## src/rtl/uart_pkg.sv

```systemverilog
// Shared UART constants and the receive-FIFO entry layout.
package uart_pkg;
  localparam int UART_DATA_W       = 8;
  localparam int UART_RXFIFO_DEPTH = 16;
  localparam int DROP_CNT_W        = 8;

  typedef struct packed {
    logic                   err;
    logic [UART_DATA_W-1:0] data;
  } rx_entry_t;
endpackage

```

## src/rtl/uart_fifo_mem.sv

```systemverilog
// Register-array storage: synchronous write port, asynchronous read port.
module uart_fifo_mem #(
  parameter int W      = 9,
  parameter int DEPTH  = 16,
  parameter int ADDR_W = 4
) (
  input  logic              clk,
  input  logic              wr_en,
  input  logic [ADDR_W-1:0] wr_addr,
  input  logic [W-1:0]      wr_data,
  input  logic [ADDR_W-1:0] rd_addr,
  output logic [W-1:0]      rd_data
);
  logic [W-1:0] mem [DEPTH];

  always_ff @(posedge clk) begin
    if (wr_en) mem[wr_addr] <= wr_data;
  end

  assign rd_data = mem[rd_addr];
endmodule

```

## src/rtl/uart_rx_fifo.sv

```systemverilog
// Receive buffer behind the UART receiver: edge-detected writes, FWFT
// valid/ready output, sticky overflow flag and saturating drop counter.
module uart_rx_fifo
  import uart_pkg::*;
#(
  parameter int DATA_W   = UART_DATA_W,
  parameter int DEPTH    = UART_RXFIFO_DEPTH,
  parameter int ADDR_W   = 4,
  parameter int AF_LEVEL = 12
) (
  input  logic                  clk,
  input  logic                  rst,
  input  logic [DATA_W-1:0]     rx_data,
  input  logic                  rx_vld,
  input  logic                  rx_err,
  output logic [DATA_W-1:0]     out_data,
  output logic                  out_err,
  output logic                  out_vld,
  input  logic                  out_rdy,
  output logic [ADDR_W:0]       count,
  output logic                  full,
  output logic                  empty,
  output logic                  almost_full,
  output logic                  ovf,
  output logic [DROP_CNT_W-1:0] drop_cnt,
  input  logic                  clr_ovf
);
  // Output handshake: an entry transfers on a clk edge where out_vld & out_rdy.
  logic              rx_vld_d;
  logic              armed;
  logic              wr_evt;
  logic              pop;
  logic              wr_acc;
  logic              ovf_evt;
  logic [ADDR_W-1:0] wr_ptr;
  logic [ADDR_W-1:0] rd_ptr;
  logic [DATA_W:0]   rd_entry;

  // armed stays low for the first edge after reset so an rx_vld already
  // high at release is treated as old, not as a new character.
  assign wr_evt  = rx_vld & ~rx_vld_d & armed;
  assign pop     = out_vld & out_rdy;
  assign wr_acc  = wr_evt & (~full | pop);
  assign ovf_evt = wr_evt & full & ~pop;

  assign full        = (count == (ADDR_W+1)'(DEPTH));
  assign empty       = (count == '0);
  assign almost_full = (count >= (ADDR_W+1)'(AF_LEVEL));
  assign out_vld     = ~empty;
  assign out_data    = out_vld ? rd_entry[DATA_W-1:0] : '0;
  assign out_err     = out_vld ? rd_entry[DATA_W] : 1'b0;

  uart_fifo_mem #(
    .W      (DATA_W + 1),
    .DEPTH  (DEPTH),
    .ADDR_W (ADDR_W)
  ) u_mem (
    .clk     (clk),
    .wr_en   (wr_acc),
    .wr_addr (wr_ptr),
    .wr_data ({rx_err, rx_data}),
    .rd_addr (rd_ptr),
    .rd_data (rd_entry)
  );

  always_ff @(posedge clk or negedge rst) begin
    if (!rst) begin
      rx_vld_d <= 1'b0;
      armed    <= 1'b0;
      wr_ptr   <= '0;
      rd_ptr   <= '0;
      count    <= '0;
    end else begin
      rx_vld_d <= rx_vld;
      armed    <= 1'b1;
      if (wr_acc) wr_ptr <= wr_ptr + 1'b1;
      if (pop)    rd_ptr <= rd_ptr + 1'b1;
      if (wr_acc && !pop)      count <= count + 1'b1;
      else if (pop && !wr_acc) count <= count - 1'b1;
    end
  end

  // Overflow set takes priority over a coincident clear.
  always_ff @(posedge clk or negedge rst) begin
    if (!rst) begin
      ovf      <= 1'b0;
      drop_cnt <= '0;
    end else if (ovf_evt) begin
      ovf <= 1'b1;
      if (clr_ovf)              drop_cnt <= DROP_CNT_W'(1);
      else if (drop_cnt != '1)  drop_cnt <= drop_cnt + 1'b1;
    end else if (clr_ovf) begin
      ovf      <= 1'b0;
      drop_cnt <= '0;
    end
  end
endmodule

```

## config.mk

```make
export PLATFORM = sky130hd
export DESIGN_NAME = uart_rx_fifo
export DESIGN_NICKNAME = d
export VERILOG_FILES = /design/src/rtl/uart_pkg.sv /design/src/rtl/uart_fifo_mem.sv /design/src/rtl/uart_rx_fifo.sv
export SDC_FILE = /design/constraint.sdc
export NUM_CORES = 1
export LEC_CHECK = 0
export CAP_MARGIN = 20
export CORE_ASPECT_RATIO = 0.8
export CORE_MARGIN = 3
export CORE_UTILIZATION = 40
export CTS_CLUSTER_SIZE = 8
export DETAILED_ROUTE_END_ITERATION = 10
export HOLD_SLACK_MARGIN = 0.06
export PLACE_DENSITY_LB_ADDON = 0.3
export SYNTH_ARGS = -nofsm -noshare
export SYNTH_HDL_FRONTEND = slang
export SYNTH_SLANG_ARGS = --single-unit
```

## constraint.sdc

```tcl
create_clock -name clk -period 4.9 [get_ports clk]
set_clock_uncertainty 0.2 [all_clocks]
set_input_delay 0.98 -clock clk [delete_from_list [all_inputs] [get_ports clk]]
set_output_delay 0.98 -clock clk [all_outputs]
set_load 0.01 [all_outputs]
```

After elaboration in Yosys (flattened, before gate mapping)
Memory sizes are Yosys's and may differ from the RTL's.
Cells that the tools add are included.
{ "totals": {"reg_bits": 24, "ramBits": 144, "output_inout_bits": 27, "word_cells": 48, "memories": 1} }
{ "mem_list": {"columns": ["memory", "words", "word_bits", "rd", "rd_ports_with_merged_regs", "wr", "line_no", "rtl"], "rows": [
  ["u_mem.mem", 16, 9, 1, 0, 1, "uart_fifo_mem.sv:14", "logic [W-1:0] mem [DEPTH];"]
]} }
{ "classes": {"addsub": 5, "magnitude_cmp": 1, "n_eq_ne": 2, "muxes": 12, "n_bitwise": 11, "n_reduce_logical": 9} }
{ "op_table": {"columns": ["operator", "count"], "rows": [
  ["8-bit 2-to-1 mux", 5],
  ["5-bit 2-to-1 mux", 2],
  ["4-bit by 1-bit adder with 4-bit output (second input constant)", 2],
  ["8-bit by 1-bit adder with 8-bit output (second input constant)", 1],
  ["8-bit != test (second input constant)", 1],
  ["1-bit bitwise AND", 6],
  ["2-bit nonzero test", 3],
  ["5-bit by 1-bit adder with 5-bit output (second input constant)", 1],
  ["5-bit == test (second input constant)", 1],
  ["5-bit by 4-bit >= comparator with 1-bit output (second input constant)", 1],
  ["5-bit zero test", 1],
  ["1-bit 2-to-1 mux", 5],
  ["5-bit by 1-bit subtractor with 5-bit output (second input constant)", 1],
  ["1-bit NOT", 4],
  ["1-bit logical AND", 2],
  ["1-bit zero test", 2],
  ["2-bit AND reduction", 1],
  ["1-bit OR", 1]
]} }

Longest topological paths before layout
{ "depth": {"word_depth": 9, "ltp_mapped": 11} }

Modules after synthesis
A second synthesis with hierarchy kept.
{ "unflattened": {"cells_unflattened": 378, "hier_area_um2": 6932.9} }
{ "by_module_without_submodules": {"columns": ["module", "n_inst", "cells_per_inst", "area_each_um2", "seq_area_each_um2"], "rows": [
  ["uart_fifo_mem", 1, 245, 5600.4, 4324.1],
  ["uart_rx_fifo", 1, 133, 1332.5, 600.6]
]} }

Worst setup path before layout
Ideal clock, no wire load.
{ "synth_timing": {"path_type": "input -> register", "from": "input port rx_vld", "to": "register count[4]", "setup_ns": 0.136, "arrival_time_ns": 3.035, "t_required_ns": 4.564, "setup_slack_ns": 1.528, "cell_stages": 9, "cell_sequence": "nand3b_1 o21ba_2 clkbuf_1 ha_1 inv_1 fa_1 a21o_1 a2111oi_0 o31ai_1"} }
{ "synth_between": {"elab_chain_len": 6} }
{ "synth_rtl": {"columns": ["element", "line_no", "rtl"], "rows": [
  ["start, declared", "uart_rx_fifo.sv:14", "input logic rx_vld,"],
  ["1-bit bitwise AND * (2 in a row)", "uart_rx_fifo.sv:41", "assign wr_evt = rx_vld & ~rx_vld_d & armed;"],
  ["1-bit bitwise AND *", "uart_rx_fifo.sv:43", "assign wr_acc = wr_evt & (~full | pop);"],
  ["net u_mem.wr_en", "uart_fifo_mem.sv:8", "input logic wr_en,"],
  ["1-bit zero test", "uart_rx_fifo.sv:79", "else if (pop && !wr_acc) count <= count - 1'b1;"],
  ["1-bit logical AND", "uart_rx_fifo.sv:79", null],
  ["2-bit nonzero test (no line)", null, null],
  ["end signal, assigned", "uart_rx_fifo.sv:78", "if (wr_acc && !pop) count <= count + 1'b1;"],
  ["end signal, assigned", "uart_rx_fifo.sv:79", null],
  ["end, declared", "uart_rx_fifo.sv:20", "output logic [ADDR_W:0] count,"]
]} }
Mark *: on every way through the listed nets, which the timed path passes. The rest lies on a longest branch.
A chain may end at the register's enable or synchronous reset.

Final worst setup path
{ "layout_timing": {"from": "register rd_ptr[1]", "to": "output port out_err"} }
{ "layout_between": {"elab_chain_len": 2} }
{ "layout_rtl": {"columns": ["element", "line_no", "rtl"], "rows": [
  ["start, declared", "uart_rx_fifo.sv:36", "logic [ADDR_W-1:0] rd_ptr;"],
  ["start signal, assigned", "uart_rx_fifo.sv:77", "if (pop) rd_ptr <= rd_ptr + 1'b1;"],
  ["memory 16 x 9 bit", null, null],
  ["1-bit 2-to-1 mux", "uart_rx_fifo.sv:51", "assign out_err = out_vld ? rd_entry[DATA_W] : 1'b0;"],
  ["end, declared", "uart_rx_fifo.sv:17", "output logic out_err,"]
]} }
No other way between the ends.

==> run summary <==
The tool flagged a number of max-cap violations equal to 0. At the end of routability-driven placement, the weighted congestion stood at 0.784. STA puts the critical path data required time at 3.72 ns. For the pin with the worst max-slew slack, the measured transition is 0.806 ns.

The worst register-to-register path has a depth of 8. In this run the power density over the cells is 530 nW/um^2. Once detail routing completed, the nets flagged for antenna violations numbered 0. Setup slack closes at 0.702 ns. Critical path arrival: 3.02 ns. After legalization and detailed placement, the total HPWL measured 8240 um. The number of synthesized flops with an enable pin works out to 144.

For the via count of the first global-routing pass, the log shows 3514. The total congestion overflow is 0. The post-synthesis to final-layout area growth was 17.1%; the cts-stage hold buffer count was 0. In the post-synthesis netlist, the biggest area contributors are edfxtp_1, mux4_2, dfrtp_1. The maximum achievable frequency was 0.238 GHz; the DRC violation count after routing was 0.

The clock latency on the worst-skew pair was 0.42 ns; the proportion of layout cells with a drive suffix above 1 was 19.4%. The die covers 19000 um^2. In this run, post-CTS repair resized a total of 0 instances. The hold violation total from the final report is 0, and the number of antenna violations at the first check in global routing is 0. Setup repair after global routing left no endpoint under its margin. For the number of fill cells in the layout, the log shows 1344. The logs give 4 for the H-tree level count and 17 for the clock buffer count from CTS. The share of the Yosys chip area taken by registers is 71.0%. The sequential cells in the finished layout cover a total of 4930 um^2. The logs give 3468 for the via count and 2 for the maximum clock insertion buffer count. The tools report the synthesized net count as 406. The largest fanout on the critical path was 26. For the row count, the log shows 42. Counting flops with an async set or reset pin after synthesis yields a share of 14.3%. TritonCTS built the clock tree.

The worst setup path is of the reg -> out kind. The tools report the static leakage as 2.68 nW. Traced cell by cell, the critical path runs through mux4_2 -> mux2_2 -> o21ai_0 -> a21oi_1 -> clkdlybuf4s50_1.

The tools report the critical path capture point type as a primary output. For the number of sinks handled by clock tree synthesis, the log shows 168. The share of the clock period used by the worst path is 85.7%, and the aggregate routed wire length is 13300 um.

For the remaining max-slew budget at the tightest pin, the log shows 46.2%. The die span in x was 153 um. For the total track usage, the log shows 15.0%. The class of the most critical hold timing path is reg -> reg. The run gives 0 ns as the post-route setup TNS.

Among all flip-flop cells after synthesis, the most frequent one is edfxtp_1. The worst hold path passes through 2 cells. The antenna diode count was 0. The flow ran to the end, and the final reports show no timing, DRC or antenna violations.

The tree is rooted in a clkbuf_16. From bottom edge to top edge, the die measures 124 um. The initial utilization of the core area, before any placement, comes to 41.4%.

Max-slew violation count: 0. The synthesized design spends more area on one cell type than any other, namely edfxtp_1. Clock transition time at the flip-flop clock pins of the worst setup and hold paths: 0.06 ns.

The tools report the wire length of the first global-routing pass as 20900 um. The core region is 16800 um^2. The cell area that synthesis handed to floorplanning was 6940 um^2. Yosys printed 0 warnings. The first routing iteration left 228 violations. The cell at the slowest stage of the critical path was dfrtp_2. The peak ir drop on the vdd network came out at 0.288 mV.

The total of flip-flops plus latches after synthesis is 168, and the first-pass detailed-route iteration total is 4. Setup violations remaining at the end of the flow were counted as 0. The final critical delay including setup and external delays is 4.20 ns, and the worst setup slack after placement is 0.935 ns.

The largest single stage delay on the critical path is 0.89 ns. Category of the worst setup path launch point: a register. The average via count per standard cell was 5.27. For this design the top-level I/O count stands at 41. The utilization after layout is 48.5%, and the number of different library cells in the post-synthesis netlist is 43.

In the final layout, the multi-input gates occupy 1910 um^2. Synthesis handed over a netlist of 381 instances. The total design power is 4.31 mW, and the mean post-synth cell area is 18.2 um^2.

The final layout contains 450 nets. Buffers placed on the I/O ports in this run total 40. Post-CTS timing repair inserted 0 buffers for setup. In the final routed layout, each cell accounts on average for 20.2 um. Entering global routing, the biggest net connects 29 pins. The area fraction of the dominant cell type after synthesis came out at 62.3%.
registers in the layout (all words and copies together) (netlist names):
register,cells
wr_ptr,4
rx_vld_d,1
u_mem.mem,144
rd_ptr,4
drop_cnt,8
armed,1
ovf,1
count,5
report_power, final:
group          internal, mW  leakage [nW]  switching [mW]
Sequential             1.64          1.60           0.203
Combinational         0.700         0.826           0.540
Clock                 0.693         0.258           0.530
Total                  3.03          2.68            1.27
final cells by class:
type | instances | share of cell area [%]
Tap cell | 220 | 3.39
Inverter | 7 | 0.323
Clock inverter | 13 | 1.31
Timing Repair Buffer | 44 | 5.54
Sequential cell | 168 | 60.6
Multi-Input combinational cell | 187 | 23.5
Clock buffer | 19 | 5.33
synthesized netlist by cell type, types with 2 or more instances:
master	n
mux2_2	11
edfxtp_1	144
ha_1	10
a21oi_1	16
and4_1	4
o31ai_1	3
xnor2_1	7
mux4_2	36
clkbuf_1	17
and3b_1	2
xor2_1	2
nor4_1	2
nor2b_1	2
a21o_1	2
nand2b_1	2
nor3_1	7
nand4_1	2
nand3_1	6
or4_1	2
o21ai_0	17
and2_1	13
mux2i_1	11
nand2_1	8
inv_1	7
dfrtp_1	24
nor2_1	7
critical path, delay by kind of cell (launching register included):
kind	cells	cell delay (ns)
AOI/OAI and AO/OA	2	0.28
muxes	2	0.88
DFF	1	0.89
buffers and inverters	1	0.53
kinds of logic (layout without fill, tap and decap cells):
group | after synthesis | in the layout | share of synthesized area, %
adder cells (fa/ha/maj) | 11 | 11 | 2.09
flip-flops | 168 | 168 | 71.0
XOR/XNOR | 9 | 9 | 1.14
multiplexers | 58 | 58 | 15.1
buffers and inverters | 26 | 83 | 1.51
AND/OR/NAND/NOR | 62 | 62 | 5.28
AO/OA/AOI/OAI | 46 | 46 | 3.91
other | 1 | 1 | 0.0540
through the flow:
step / instances / cell area, um^2 / hold slack, ns
final: 658 / 8130 / 0.331
after global routing: 658 / 8130 / 0.357
after CTS: 657 / 8100 / 0.334
after detailed placement: 625 / 7560 / 0.325
after global placement: 625 / 7560 / 0.314
after floorplan: 381 / 6940 / 0.322
cell usage in the layout, fill, tap and decap left out, types with 2 or more instances in the layout:
| master | instances |
|---|---|
| and2_1 | 13 |
| nand2_1 | 8 |
| and4_1 | 4 |
| o31ai_1 | 3 |
| and3b_1 | 2 |
| nor4_1 | 2 |
| xor2_1 | 2 |
| a21oi_1 | 16 |
| nor3_1 | 7 |
| o21ai_0 | 17 |
| clkbuf_16 | 17 |
| mux2_2 | 11 |
| nor2b_1 | 2 |
| ha_1 | 10 |
| nand3_1 | 6 |
| or4_1 | 2 |
| edfxtp_1 | 144 |
| clkinvlp_4 | 3 |
| mux2i_1 | 11 |
| dfrtp_1 | 22 |
| nand2b_1 | 2 |
| clkdlybuf4s50_1 | 40 |
| clkinv_1 | 2 |
| xnor2_1 | 7 |
| nand4_1 | 2 |
| dfrtp_2 | 2 |
| clkinv_4 | 2 |
| clkinv_2 | 4 |
| inv_1 | 7 |
| a21o_1 | 2 |
| clkbuf_1 | 2 |
| mux4_2 | 36 |
| buf_4 | 3 |
| nor2_1 | 7 |
metal layers:
layer | global-route usage (%) | share of wire [%] | vias to the layer above
li1 | - | - | 1611
met1 | 21.5 | 46 | 1756
met2 | 22.7 | 46 | 85
met3 | 3.86 | 6.5 | 16
met4 | 5.34 | 1.4 | 0
met5 | 0 | 0 | -
final timing paths:
path	start	endpoint	slack (ns)
max	rd_ptr[1]	out_err	0.70
min	ovf	ovf	0.33
min in group asynchronous	rst	rd_ptr[2]	0.64
max reg2reg	count[1]	count[4]	1.55
max in group asynchronous	rst	rd_ptr[1]	3.43
min reg2reg	ovf	ovf	0.33
Power figures use the tool's default switching activity.
